[config.mk]
export PLATFORM = sky130hd
export DESIGN_NAME = vliw_fetch_unit
export DESIGN_NICKNAME = d
export VERILOG_FILES = /design/src/rtl/vliw_pkg.sv /design/src/rtl/fetch_fifo.sv /design/src/rtl/vliw_fetch_unit.sv
export SDC_FILE = /design/constraint.sdc
export NUM_CORES = 1
export LEC_CHECK = 0
export CELL_PAD_IN_SITES_DETAIL_PLACEMENT = 0
export CELL_PAD_IN_SITES_GLOBAL_PLACEMENT = 1
export CORE_ASPECT_RATIO = 1.25
export CORE_MARGIN = 5
export CORE_UTILIZATION = 47
export DETAILED_ROUTE_END_ITERATION = 8
export GPL_TIMING_DRIVEN = 0
export PLACE_DENSITY_LB_ADDON = 0.1
export SYNTH_ARGS = -nofsm -noshare
export SYNTH_HDL_FRONTEND = slang
export SYNTH_SLANG_ARGS = --single-unit
[constraint.sdc]
create_clock -name clk -period 16.4 [get_ports clk]
set_clock_uncertainty 0.1 [all_clocks]
set_input_delay 4.1 -clock clk [delete_from_list [all_inputs] [get_ports clk]]
set_output_delay 4.1 -clock clk [all_outputs]
set_load 0.02 [all_outputs]
[src/rtl/vliw_pkg.sv]
// Shared types and constants for the VLIW fetch path.
package vliw_pkg;

  localparam int BUNDLE_W     = 128;
  localparam int SLOT_W       = 32;
  localparam int BUNDLE_BYTES = 16;

  typedef enum logic [1:0] {
    IDLE,
    RUN,
    HALT
  } fetch_state_t;

  typedef struct packed {
    logic [31:0]         pc;
    logic [BUNDLE_W-1:0] bundle;
  } fetch_entry_t;

endpackage

[src/rtl/fetch_fifo.sv]
// Synchronous bundle FIFO with flush; head entry is presented combinationally.
module fetch_fifo
  import vliw_pkg::*;
#(
  parameter int DEPTH = 4
) (
  input  logic                     clk,
  input  logic                     rst,
  input  logic                     flush,
  input  logic                     push,
  input  logic                     pop,
  input  fetch_entry_t             push_entry,
  output fetch_entry_t             head,
  output logic [$clog2(DEPTH):0]   count
);

  localparam int PTR_W = $clog2(DEPTH);
  localparam logic [PTR_W:0] FULL_COUNT = (PTR_W + 1)'(DEPTH);

  logic [PTR_W-1:0] rd_ptr;
  logic [PTR_W-1:0] wr_ptr;
  fetch_entry_t     mem [DEPTH];
  logic             do_pop;
  logic             do_push;

  // A push into a full FIFO is legal only when the head leaves in the same cycle.
  assign do_pop  = pop && (count != '0);
  assign do_push = push && ((count != FULL_COUNT) || do_pop);

  always_ff @(posedge clk or posedge rst) begin
    if (rst) begin
      rd_ptr <= '0;
      wr_ptr <= '0;
      count  <= '0;
    end else if (flush) begin
      rd_ptr <= '0;
      wr_ptr <= '0;
      count  <= '0;
    end else begin
      if (do_push) wr_ptr <= wr_ptr + 1'b1;
      if (do_pop)  rd_ptr <= rd_ptr + 1'b1;
      case ({do_push, do_pop})
        2'b10:   count <= count + 1'b1;
        2'b01:   count <= count - 1'b1;
        default: count <= count;
      endcase
    end
  end

  always_ff @(posedge clk) begin
    if (do_push && !flush) mem[wr_ptr] <= push_entry;
  end

  assign head = (count != '0) ? mem[rd_ptr] : '0;

endmodule

[src/rtl/vliw_fetch_unit.sv]
// Bundle fetch unit: IDLE/RUN/HALT sequencer and pc feeding a bundle FIFO.
module vliw_fetch_unit
  import vliw_pkg::*;
#(
  parameter logic [31:0] RESET_PC  = 32'h0,
  parameter int          MEM_BYTES = 144,
  parameter int          DEPTH     = 4
) (
  input  logic                     clk,
  input  logic                     rst,
  input  logic                     start,
  output logic [31:0]              mem_pc,
  input  logic [BUNDLE_W-1:0]      mem_bundle,
  input  logic                     redirect_valid,
  input  logic [31:0]              redirect_pc,
  output logic                     out_valid,
  output logic [BUNDLE_W-1:0]      out_bundle,
  output logic [31:0]              out_pc,
  input  logic                     out_ready,
  output logic                     halted,
  output logic [$clog2(DEPTH):0]   occupancy
);

  localparam logic [$clog2(DEPTH):0] FULL_COUNT = ($clog2(DEPTH) + 1)'(DEPTH);

  fetch_state_t state;
  fetch_state_t state_next;
  logic [31:0]  pc;
  logic [31:0]  pc_next;
  logic [31:0]  pc_plus;
  logic         in_range;
  logic         push;
  logic         pop;
  fetch_entry_t push_entry;
  fetch_entry_t head;

  assign pc_plus  = pc + 32'(BUNDLE_BYTES);
  // Bound check is done one bit wider so a pc near 2^32 cannot wrap into range.
  assign in_range = ({1'b0, pc} + 33'(BUNDLE_BYTES)) <= 33'(MEM_BYTES);
  assign pop      = out_valid && out_ready;

  always_ff @(posedge clk or posedge rst) begin
    if (rst) begin
      state <= IDLE;
      pc    <= RESET_PC;
    end else begin
      state <= state_next;
      pc    <= pc_next;
    end
  end

  always_comb begin
    state_next = state;
    pc_next    = pc;
    push       = 1'b0;
    if (redirect_valid) begin
      state_next = RUN;
      pc_next    = {redirect_pc[31:2], 2'b00};
    end else begin
      case (state)
        IDLE: if (start) state_next = RUN;
        RUN: begin
          if (!in_range || (mem_bundle == '0)) begin
            state_next = HALT;
          end else if ((occupancy != FULL_COUNT) || pop) begin
            push    = 1'b1;
            pc_next = pc_plus;
          end
        end
        HALT:    state_next = HALT;
        default: state_next = IDLE;
      endcase
    end
  end

  assign push_entry.pc     = pc;
  assign push_entry.bundle = mem_bundle;

  fetch_fifo #(
    .DEPTH(DEPTH)
  ) u_fifo (
    .clk       (clk),
    .rst       (rst),
    .flush     (redirect_valid),
    .push      (push),
    .pop       (pop),
    .push_entry(push_entry),
    .head      (head),
    .count     (occupancy)
  );

  assign mem_pc     = pc;
  assign out_valid  = (occupancy != '0);
  assign out_pc     = head.pc;
  assign out_bundle = head.bundle;
  assign halted     = (state == HALT);

endmodule

Yosys cells after proc, flatten, opt, wreduce, memory -nomap -nowiden:

Memories as Yosys holds them, arrays and structs flattened.
Cells that the tools add are included.

* flip-flop bits (word level): 41
* bits in writable memories: 640
* input port bits: 165
* logic and storage cells: 61
* memories: 1

Memory list
* u_fifo.mem: depth 4, width 160, rd ports 1, clocked after Yosys merged registers in 0, wr ports 1, RTL line fetch_fifo.sv:22 `fetch_entry_t mem [DEPTH];`

* add/subtract/negate cells: 6
* order comparisons: 1
* eq/ne operators: 8
* muxes and demuxes: 21
* reduce and logical (&&, ||, !) cells: 19

Operators by type and width (number)
* $mux W160: 1
* $logic_not A128 Y1: 1
* $mux W32: 4
* $add A32 B5 Y33 const B: 1
* $le A33 B8 Y1 const B: 1
* $add A32 B5 Y32 const B: 1
* $mux W2: 7
* $ne A3 B3 Y1 const B: 3
* $reduce_bool A2 Y1: 4
* $mux W1: 6
* $pmux W2 S3: 1
* $pmux W3 S2: 1
* $reduce_bool A3 Y1: 2
* $add A2 B1 Y2 const B: 2
* $eq A2 B1 Y1 const B: 2
* $eq A2 B2 Y1 const B: 2
* $logic_and A1 B1 Y1: 4
* $add A3 B1 Y3 const B: 1
* $logic_or A1 B1 Y1: 3
* $mux W3: 1
* $reduce_and A3 Y1: 1
* $sub A3 B1 Y3 const B: 1
* $logic_not A1 Y1: 2
* $logic_not A2 Y1: 1
* other kinds (2): 2

Logic depth before layout (Yosys ltp):

Gate-level depths: netlist (run 1).

* depth after elaboration: 11
* depth in mapped cells: 15

Modules after synthesis:

A second synthesis (run 1) with hierarchy kept.

* cells, all modules: 1322
* area, all modules: 27029.7 um2

By module, submodules not included
* fetch_fifo: times used 1, cells an instance 1075, area each 24692.4 um2, sequential area each 19393.6 um2
* vliw_fetch_unit: times used 1, cells an instance 247, area each 2337.2 um2, sequential area each 800.8 um2

Worst setup path after synthesis (run 1):

OpenSTA, ideal clock, no wires.

* kind: input-to-reg
* start point: input port mem_bundle[99]
* end point: memory u_fifo.mem[0][0] in the netlist's numbering, enable pin
* library setup time: 0.902 ns
* arrival: 16.196 ns
* required time: 15.398 ns
* path slack: -0.798 ns
* stages on the path: 7
* cell sequence: nor4_1 > nand4_1 > nor4_1 > nand2_1 > and4b_1 > nand3_1 > nor3b_1

* word-level cells in the longest chain between the ends: 9

RTL lines
* start: declaration: RTL line vliw_fetch_unit.sv:13 `input logic [BUNDLE_W-1:0] mem_bundle,`
* $logic_not A128 Y1: RTL line vliw_fetch_unit.sv:63 `if (!in_range || (mem_bundle == '0)) begin`
* $logic_or A1 B1 Y1: RTL line vliw_fetch_unit.sv:63
* $mux W1: RTL line vliw_fetch_unit.sv:63
* $mux W1: RTL line vliw_fetch_unit.sv:60 `case (state)`
* $mux W1: RTL line vliw_fetch_unit.sv:56 `if (redirect_valid) begin`
* $logic_and A1 B1 Y1: RTL line fetch_fifo.sv:28 `assign do_push = push && ((count != FULL_COUNT) || do_pop);`
* $logic_and A1 B1 Y1: RTL line fetch_fifo.sv:51 `if (do_push && !flush) mem[wr_ptr] <= push_entry;`
* $mux W1: RTL line fetch_fifo.sv:51
* $mux W1 (not written as such): RTL line fetch_fifo.sv:51
* end: declaration: RTL line fetch_fifo.sv:22

Every way passes these cells.

Worst setup path after layout (run 1):

* start point: input port mem_bundle[1]
* end point: memory u_fifo.mem[1][56] in the netlist's numbering, enable pin

Same word-level chain as after synthesis.

==> summary.txt, run 1 <==
Outcome
  • Run status: finished, final reports clean

Place
  • Hpwl dp: 46400 um
  • Gpl congestion: 0.768
  • Placed standard-cell area: 32000 um2
  • Input/output buffers: 354

Synthesis
  • Synthesized area divided by synthesized cell count: 20.1 um2
  • Number of instances in the synthesized netlist: approximately 1300
  • Library cell occupying the most area in the post-synthesis netlist: sky130_fd_sc_hd__edfxtp_1
  • Top-count cell post-synth: sky130_fd_sc_hd__edfxtp_1
  • Share of flip-flops with an asynchronous set or reset: 0.0581
  • Post-synthesis cell area: approximately 27000 um2
  • Flip-flop and latch count after synthesis: 671
  • Count of synthesis-stage warnings from yosys: 0
  • Sequential element share of the synthesized area: 0.751
  • Top cell types by occurrence after synthesis: 632 x sky130_fd_sc_hd__edfxtp_1, 160 x sky130_fd_sc_hd__and2_1, 158 x sky130_fd_sc_hd__mux4_2
  • Share of the synthesized area in the top cell type: 0.714
  • Count of different cell masters after synthesis: 57
  • Prevailing post-synth register cell: sky130_fd_sc_hd__edfxtp_1
  • Ranking of synthesized cells by area: sky130_fd_sc_hd__edfxtp_1 71%, sky130_fd_sc_hd__mux4_2 13%, sky130_fd_sc_hd__and2_1 3.8%
  • Post-synth EDFFs: roughly 630

Global routing
  • Via count of the first global-routing pass: roughly 15000
  • Pin count of the biggest net entering global routing: 39
  • Overflow left after global routing: 0
  • Global-route wire length before repair: 96000 um
  • Global Route Usage Sum: 0.208
  • Initial antenna violation count: 6

Floorplanning
  • Core ar.: 56100 um2
  • Starting Density: 0.474
  • Chip Width: about 220 um
  • Total I/O pin count: 362
  • Total die area: 61400 um2
  • Vertical die dimension: 276 um
  • Placement row count: 97

Critical path
  • Crit path required time: 16.64 ns
  • Longest individual stage delay on the worst path: about 1 ns
  • Critical-path top delay cell: sky130_fd_sc_hd__nor4_1
  • Critical Path AT: 8.86 ns
  • Launching element type of the critical path: input port
  • Worst Path Max Fanout: 10
  • Critical path type: in2reg
  • Sort of element at the end of the critical path: flop
  • Cell Chain, Critical Path: clkdlybuf4s50_1, nor4_1, nand4_1, nor4_1, nand2_1, and4b_1, nand3_1, nor3b_2, buf_6, buf_6, buf_6, buf_8, buf_6, buf_8, buf_6, buf_6
  • Most common cell type on the critical path: sky130_fd_sc_hd__buf_6

Clocking
  • Clock tree from TritonCTS: done
  • H-tree levels: 3
  • Count of cells resized by post-cts repair: 0
  • Clock-pin slew on the worst setup and hold paths: roughly 0.06 ns
  • Maximum buffer depth of the clock tree: 3
  • CTS Hold Buffers Added: 0
  • Number of sinks on the clock net: 671
  • Clock latency on the worst-skew pair: 0.58 ns
  • CTS Buf Count: between 60 and 70
  • Post-CTS setup buffer count: 0
  • Root cell of the clock tree: sky130_fd_sc_hd__clkbuf_16

Route
  • Vias per Instance: approximately 5.5
  • Detailed-route wire length per cell: ~24 um
  • Total Routed Length: 64000 um
  • Pre-antenna DRT Iters: 5
  • 1st-iter DRT viols: 1018
  • Post-route antenna net violation count: 0
  • Count of vias placed by the detailed router: 14400
  • Remaining routing DRC violations: 0

Power
  • Switching Share: 0.203
  • Portion of total power attributed to combinational logic: 0.035
  • Sw Pwr: around 0.70 mW
  • Cell leakage power: around 11 nW
  • Flop pwr share: 0.551
  • Peak supply drop: 0.0953 mV
  • Power per cell area: a little over 100 nW/um2
  • Clock share of power: 0.414
  • Cell-internal power: 2.76 mW

Cells and area
  • Post-Route Utilization: 0.607
  • Final Instance Area: 34100 um2
  • Layout Nets: 2000
  • Synthesis-to-finish area growth: 28.1%
  • Fraction of final layout cells with drive strength greater than 1: 0.197

Timing
  • Final setup fails: 0
  • Worst slew margin relative to its limit: 0.230
  • Post-route worst hold slack: 0.470 ns
  • Max-slew violation count: 0
  • Actual transition at the worst max-transition pin: 1.15 ns
  • Hold Fails Final Rpt: 0
  • Final period utilization: 0.525
  • Setup repair after global routing missed its margin: false
  • Timing-limited maximum frequency: 0.116 GHz
  • Post-layout min period: 8.62 ns

Flow run
  • Number of maximum-capacitance violations: 0

Worst hold path
  • Type of the tightest min-delay check: reg2reg
placed cells by master, fill, tap and decap left out, types with 3 or more instances in the layout:
cell type	n
sky130_fd_sc_hd__nand3_1	15
sky130_fd_sc_hd__nor2_1	14
sky130_fd_sc_hd__buf_4	5
sky130_fd_sc_hd__xor2_1	8
sky130_fd_sc_hd__o21ai_0	15
sky130_fd_sc_hd__clkinv_2	9
sky130_fd_sc_hd__mux2_2	19
sky130_fd_sc_hd__or3_1	5
sky130_fd_sc_hd__a21oi_1	6
sky130_fd_sc_hd__clkbuf_8	4
sky130_fd_sc_hd__buf_6	72
sky130_fd_sc_hd__edfxtp_1	632
sky130_fd_sc_hd__buf_8	8
sky130_fd_sc_hd__diode_2	4
sky130_fd_sc_hd__nor2b_1	4
sky130_fd_sc_hd__nor3_1	7
sky130_fd_sc_hd__clkbuf_16	68
sky130_fd_sc_hd__ha_1	9
sky130_fd_sc_hd__and2_1	160
sky130_fd_sc_hd__conb_1	4
sky130_fd_sc_hd__clkbuf_1	54
sky130_fd_sc_hd__nand4_1	19
sky130_fd_sc_hd__nor3b_2	4
sky130_fd_sc_hd__dfrtp_1	39
sky130_fd_sc_hd__buf_1	22
sky130_fd_sc_hd__inv_6	3
sky130_fd_sc_hd__inv_1	16
sky130_fd_sc_hd__buf_2	3
sky130_fd_sc_hd__mux4_2	158
sky130_fd_sc_hd__xnor2_1	8
sky130_fd_sc_hd__nand2_1	22
sky130_fd_sc_hd__mux2i_1	8
sky130_fd_sc_hd__clkinv_1	9
sky130_fd_sc_hd__clkdlybuf4s50_1	354
sky130_fd_sc_hd__nor4_1	40
routing by layer:
layer | part of all wire | GRT usage
met5 | 0.00045 | 0
met4 | 0.021 | 0.0590
met3 | 0.053 | 0.0416
met2 | 0.52 | 0.358
met1 | 0.40 | 0.272
critical path, delay by kind of cell:
kind / cells / cell delay, ns
and+or+nand+nor: 7 / 2.90
buffers and inverters: 9 / 1.83
power by group through the flow:
stage          combinational (mW)  sequential, mW  clock, mW
2_1_floorplan              0.0311            1.94          0
4_1_cts                     0.124            1.91       1.47
6_report                    0.123            1.91       1.43
5_1_grt                     0.132            1.91       1.54
3_3_place_gp                0.119            1.94          0
3_5_place_dp                0.123            1.94          0
logic make-up after synthesis:
group                    share of synthesized area
multiplexers                                 0.145
AND/OR/NAND/NOR                             0.0701
adder cells (fa/ha/maj)                    0.00499
XOR/XNOR                                   0.00527
AO/OA/AOI/OAI                               0.0103
other                                     0.000141
buffers and inverters                       0.0136
flip-flops                                   0.751
worst paths after layout:
path                       slack [ns]     startpoint                 to  depth (start not counted)
hold / removal                   0.47       state[1]           state[1]                          2
min in group asynchronous        3.59            rst          mem_pc[4]                          2
max in group asynchronous       12.21            rst         mem_pc[27]                          3
setup / recovery                 7.78  mem_bundle[1]  u_fifo.mem[1][56]                         16
setup reg to reg                11.18      mem_pc[5]  u_fifo.mem[1][56]                         17
hold reg to reg                  0.47       state[1]           state[1]                          2
state kept, by name (all words and copies together), names as in the netlist:
register       flops
mem_pc            30
u_fifo.count       3
u_fifo.mem       632
u_fifo.rd_ptr      2
state              2
u_fifo.wr_ptr      2
metrics by stage:
step                      power (mW)  cells  setup WS, ns  TNS (ns)
after floorplan                 1.97   1323        -0.798   -504.17
after global placement          2.06   2419        -12.14  -7576.15
after detailed placement        2.07   2499          7.01         0
after CTS                       3.50   2612          7.63         0
after global routing            3.58   2614          7.54         0
final                           3.46   2616          7.78         0
area by class of cell:
| class | count | area (um2) |
|---|---|---|
| antenna | 4 | 10.0 |
| buffer | 70 | 297 |
| fill | 4204 | 22000 |
| inverter | 17 | 63.8 |
| tap | 742 | 928 |
| timing repair buffer | 434 | 4480 |
| clock buffer | 87 | 1810 |
| clock inverter | 26 | 209 |
| multi-input combinational | 565 | 6300 |
| sequential | 671 | 20000 |
No activity file was read; power rests on OpenSTA's default activity.
==> inputs of run 2 (changes only) <==
- CORE_UTILIZATION: 47 -> 43
- clock period: 16.4 -> 7.1 ns (I/O delays scaled with it)
==> run 2 against run 1 <==
Clock-buffer cell count rose by 1. Final cell count rose by 2.7%. First-iteration DRC count rose by 3.2%. Largest cell class unchanged. Largest power group unchanged. Highest routed layer unchanged.
==> summary.txt, run 2 (synthesis results as in run 1) <==
Outcome
  • Run status: finished, final reports clean

Cells and area
  • Final Instance Area: 34400 um2 (+1.1%)
  • Most flops, register: u_fifo.mem
  • Flip-flop count of the largest register after layout: 632 (unchanged)
  • Synthesis-to-finish area growth: 29.5%
  • Layout Nets: 1974 (-1.3%)
  • Fraction of final layout cells with drive strength greater than 1: 0.184 (-0.0136)
  • Most used cells in the layout excluding fill and tap cells: 632 x sky130_fd_sc_hd__edfxtp_1, 354 x sky130_fd_sc_hd__clkdlybuf4s50_1, 160 x sky130_fd_sc_hd__and2_1
  • Layout filler cell count: 4810 (+14%)
  • Most common library cell in the layout ignoring fill and taps: sky130_fd_sc_hd__edfxtp_1

Timing
  • Final setup fails: 0 (unchanged)
  • Actual transition at the worst max-transition pin: 1.18 ns (+0.0237 ns)
  • Hold Fails Final Rpt: 0 (unchanged)
  • Final period utilization: 0.871
  • Post-layout min period: 6.19 ns
  • Max-slew violation count: 0 (unchanged)
  • Worst slew margin relative to its limit: 0.214 (-0.0158)
  • Timing-limited maximum frequency: between 0.15 and 0.2 GHz
  • Setup slack of the critical path after layout: 0.914 ns (-6.87 ns)
  • Setup repair after global routing missed its margin: false

Place
  • Gpl congestion: 0.740 (-3.5%)
  • Hpwl dp: 46700 um (+0.79%)
  • Minimum setup slack after placement: 0.328 ns (-6.68 ns)
  • Placed standard-cell area: 32300 um2 (+1.0%)
  • Input/output buffers: 354 (unchanged)

Critical path
  • Critical Path AT: 4.31 ns (-4.55 ns)
  • Longest individual stage delay on the worst path: 0.82 ns (-0.16 ns)
  • Launching element type of the critical path: flop
  • Critical-path top delay cell: sky130_fd_sc_hd__clkbuf_1
  • Critical path type: reg2out
  • Sort of element at the end of the critical path: output pin
  • Worst Path Max Fanout: 10 (unchanged)
  • Cell Chain, Critical Path: clkbuf_1, clkbuf_1, buf_1, mux4_2, and2_1, clkdlybuf4s50_1
  • Most common cell type on the critical path: sky130_fd_sc_hd__clkbuf_1
  • Crit path required time: 5.22 ns (-11.42 ns)

Clocking
  • Maximum buffer depth of the clock tree: 3 (unchanged)
  • Count of cells resized by post-cts repair: 0 (unchanged)
  • CTS Buf Count: 67 (+1.5%)
  • Number of sinks on the clock net: 671 (unchanged)
  • CTS Hold Buffers Added: 0 (unchanged)
  • Clock tree from TritonCTS: done
  • Root cell of the clock tree: sky130_fd_sc_hd__clkbuf_16
  • H-tree levels: 3 (unchanged)
  • Post-CTS setup buffer count: 0 (unchanged)
  • Clock-pin slew on the worst setup and hold paths: 0.06 ns (about the same)
  • Clock latency on the worst-skew pair: 0.59 ns (about the same)

Route
  • Total Routed Length: 65400 um (+2.3%)
  • 1st-iter DRT viols: 1051 (+3.2%)
  • Pre-antenna DRT Iters: 6 (+1)
  • Remaining routing DRC violations: 0 (unchanged)
  • Detailed-route wire length per cell: 24.4 um (-0.34%)
  • Count of vias placed by the detailed router: 14200 (-1.4%)
  • Post-route antenna net violation count: 0 (unchanged)
  • Vias per Instance: 5.28 (-4.0%)

Global routing
  • Global Route Usage Sum: 0.194 (-0.0135)
  • GR Util met3: 0.0413 (-0.000262)
  • GR Layer Usage met2: 0.326 (-0.0317)
  • Most heavily used metal layer in global routing: met2
  • Overflow left after global routing: 0 (unchanged)
  • Pin count of the biggest net entering global routing: 29 (-26%)
  • Via count of the first global-routing pass: 14900 (-1.2%)
  • Global-route wire length before repair: 96900 um (+0.89%)
  • Initial antenna violation count: 6 (unchanged)
  • GR Layer Usage met1: 0.261 (-0.0113)

Floorplanning
  • Total die area: 66900 um2 (+8.9%)
  • Vertical die dimension: 288 um (+4.4%)
  • Chip Width: 232 um (+4.3%)
  • Placement row count: 102 (+5.2%)
  • Total I/O pin count: 362 (unchanged)
  • Core ar.: 61600 um2 (+9.9%)
  • Starting Density: 0.431 (-0.0428)

Flow run
  • Number of maximum-capacitance violations: 0 (unchanged)

Power
  • Power per cell area: 234 nW/um2 (+130%)
  • Cell leakage power: 11.0 nW (+0.34%)
  • Peak supply drop: 0.193 mV (+100%)

Worst hold path
  • Type of the tightest min-delay check: reg2reg
## run 2: cell count changes in the layout (fill, tap and decap cells not counted), moves of 2 or more
cell                        delta
sky130_fd_sc_hd__buf_6        -70
sky130_fd_sc_hd__clkbuf_8      -2
sky130_fd_sc_hd__nor3b_4       +4
sky130_fd_sc_hd__clkinv_1      +9
sky130_fd_sc_hd__clkbuf_16     +2
sky130_fd_sc_hd__buf_16       +26
sky130_fd_sc_hd__clkinv_4      +2
sky130_fd_sc_hd__nor3b_2       -4
sky130_fd_sc_hd__clkinv_2      -3
sky130_fd_sc_hd__buf_8        +18
## run 2: final cells by class
class | instances | area, um2 | area share
Multi-Input combinational cell | 565 | 6320 | 0.184
Buffer | 70 | 297 | 0.00861
Antenna cell | 3 | 7.51 | 0.000218
Timing Repair Buffer | 407 | 4670 | 0.136
Clock buffer | 88 | 1840 | 0.0534
Clock inverter | 33 | 236 | 0.00687
Inverter | 17 | 63.8 | 0.00185
Sequential cell | 671 | 20000 | 0.580
Tap cell | 832 | 1040 | 0.0302
## run 2: worst max-delay path, delay by kind of cell (launching register included)
kind                   cells  cell delay (ns)
buffers and inverters      4             2.62
muxes                      1             0.59
DFF                        1             0.33
and+or+nand+nor            1             0.17
## run 2: final timing paths
path	from	endpoint	slack, ns	depth (start not counted)
worst min-delay path	state[1]	state[1]	0.48	2
min in group asynchronous	rst	mem_pc[7]	1.36	2
worst min register to register	state[1]	state[1]	0.48	2
max in group asynchronous	rst	u_fifo.rd_ptr[1]	5.07	3
worst max register to register	mem_pc[14]	u_fifo.mem[2][61]	2.20	13
worst max-delay path	u_fifo.rd_ptr[0]	out_bundle[74]	0.91	6
## run 2: through the flow
| stage | TNS [ns] | std cells | power (mW) | utilization | hold WS, ns |
|---|---|---|---|---|---|
| floorplan | -1393.27 | 1323 | 4.56 | - | 0.413 |
| global route | 0 | 2683 | 8.32 | 0.558 | 0.495 |
| CTS | 0 | 2683 | 8.14 | 0.558 | 0.485 |
| global placement | -5783.00 | 2509 | 4.77 | 0.506 | 0.437 |
| finish | 0 | 2686 | 8.04 | 0.559 | 0.478 |
| detailed placement | 0 | 2562 | 4.78 | 0.525 | 0.458 |
## run 2: routing by layer
metal | vias up | routed length (um)
met5 | - | 27
met4 | 4 | 1200
met3 | 73 | 4090
met2 | 405 | 33500
met1 | 7363 | 26700
li1 | 6331 | -
## run 2: report_power, final
group | internal, mW | switching, mW
clock | 1.91 | 1.44
combinational | 0.147 | 0.139
sequential | 4.35 | 0.0537
==> edit (config.mk and constraints of run 2) <==
Re-encode `fetch_state_t` (3 states) as one-hot, 3 bits wide.
--- a/src/rtl/vliw_pkg.sv
+++ b/src/rtl/vliw_pkg.sv
@@ -7,6 +7,6 @@
 
-  typedef enum logic [1:0] {
-    IDLE,
-    RUN,
-    HALT
+  typedef enum logic [2:0] {
+    IDLE = 3'b001,
+    RUN  = 3'b010,
+    HALT = 3'b100
   } fetch_state_t;
Check against the original RTL: same outputs for any inputs over 4 cycles, from zero or initial values and one cycle with rst high; so few cycles prove little.
==> edit against run 2 <==
Worst setup slack got worse by 0.18 ns; cell count is 2.6% lower; synthesized cell count fell by 1.8%; sequential cell count up 1; area after synthesis fell by 0.22%; power increased by 2.1%; non-clock buffer count is 42 lower; count of clock-buffer cells in the layout grew 3; final area shrank 2.2%; utilization shrank 0.55 points; sequential share of layout area is 1.4 points higher; routed wire length is 0.97% higher; sequential power hardly changed.
==> edit: results (changes against run 2) <==
<table>
<tr><th>Metric</th><th>Value</th></tr>
<tr><th colspan="2">Cells and area</th></tr>
<tr><td>Share of the final layout cell area in sequential cells</td><td>59.3% (+1.4 points)</td></tr>
<tr><td>Number of signal-net inverters in the final layout</td><td>10 (-7)</td></tr>
<tr><td>Total of fill cells in the finished design</td><td>4867 (+1.2%)</td></tr>
<tr><td>Storage element area</td><td>20000 sq um (+0.13%)</td></tr>
<tr><td>Count of buffers not belonging to the clock network in the layout</td><td>435 (-8.8%)</td></tr>
<tr><td>Multi-input combinational gate total</td><td>550 (-2.7%)</td></tr>
<tr><th colspan="2">Routing</th></tr>
<tr><td>Via count of the routed design</td><td>13962 (-1.5%)</td></tr>
<tr><td>Via density</td><td>5.34 (+1.1%)</td></tr>
<tr><td>Wire length on met1</td><td>26000 um (-2.6%)</td></tr>
<tr><td>DRT Pass-1 Iters</td><td>5 (-1)</td></tr>
<tr><th colspan="2">Synth</th></tr>
<tr><td>Xor/xnor share of the synthesized area</td><td>0.359% (-0.17 points)</td></tr>
<tr><td>Post-Synth Adder-Cell Area</td><td>0.359% (-0.14 points)</td></tr>
<tr><td>Fraction of synthesis flops using an asynchronous set or reset pin</td><td>5.95% (+0.14 points)</td></tr>
<tr><td>Cell variety after synth</td><td>60 (+5.3%)</td></tr>
<tr><th colspan="2">Global routing</th></tr>
<tr><td>Antenna violations before repair</td><td>10 (+4)</td></tr>
<tr><td>Global-route usage over all layers</td><td>19.6% (+0.17 points)</td></tr>
<tr><td>Global routing met2 resource utilization</td><td>34.3% (+1.7 points)</td></tr>
<tr><th colspan="2">STA</th></tr>
<tr><td>Final Hold Slack</td><td>0.490 ns (+0.0119 ns)</td></tr>
<tr><th colspan="2">Floorplanning</th></tr>
<tr><td>Area of the die</td><td>66800 sq um (-0.21%)</td></tr>
<tr><th colspan="2">Setup path</th></tr>
<tr><td>Number of cells traversed by the worst register-to-register path</td><td>12 (-1)</td></tr>
<tr><td>Reg2Reg Launch Point</td><td>mem_pc[4]$_DFFE_PP0P_</td></tr>
<tr><th colspan="2">Run status</th></tr>
<tr><td>Status</td><td>finished, final reports clean</td></tr>
<tr><th colspan="2">Placement</th></tr>
<tr><td>Area after DPL</td><td>31500 sq um (-2.7%)</td></tr>
<tr><td>Number of instances in the placed design</td><td>2491 (-2.8%)</td></tr>
<tr><td>Total half-perimeter wirelength after legalization and detailed placement</td><td>44300 um (-5.2%)</td></tr>
<tr><th colspan="2">Power</th></tr>
<tr><td>Leakage power</td><td>10.6 nW (-2.8%)</td></tr>
<tr><th colspan="2">Min path</th></tr>
<tr><td>Number of cells on the worst hold path</td><td>0 (-2)</td></tr>
</table>
[edit: cell count changes after synthesis, moves of 5 or more]
cell | before | now
sky130_fd_sc_hd__mux2_2 | 19 | 25
sky130_fd_sc_hd__nand3_1 | 15 | 8
sky130_fd_sc_hd__o21ai_0 | 15 | 10
sky130_fd_sc_hd__and3_1 | 0 | 8
sky130_fd_sc_hd__inv_1 | 17 | 10
sky130_fd_sc_hd__xnor2_1 | 8 | 3
sky130_fd_sc_hd__nor3_1 | 7 | 2
[edit: worst max-delay path: stages, from the launching register on]
cell and delay (ns):
sky130_fd_sc_hd__dfrtp_1 0.32, sky130_fd_sc_hd__clkbuf_1 0.35, sky130_fd_sc_hd__clkbuf_1 0.83, sky130_fd_sc_hd__buf_1 1.02, sky130_fd_sc_hd__mux4_2 0.63, sky130_fd_sc_hd__and2_1 0.18
sky130_fd_sc_hd__clkdlybuf4s50_1 0.54
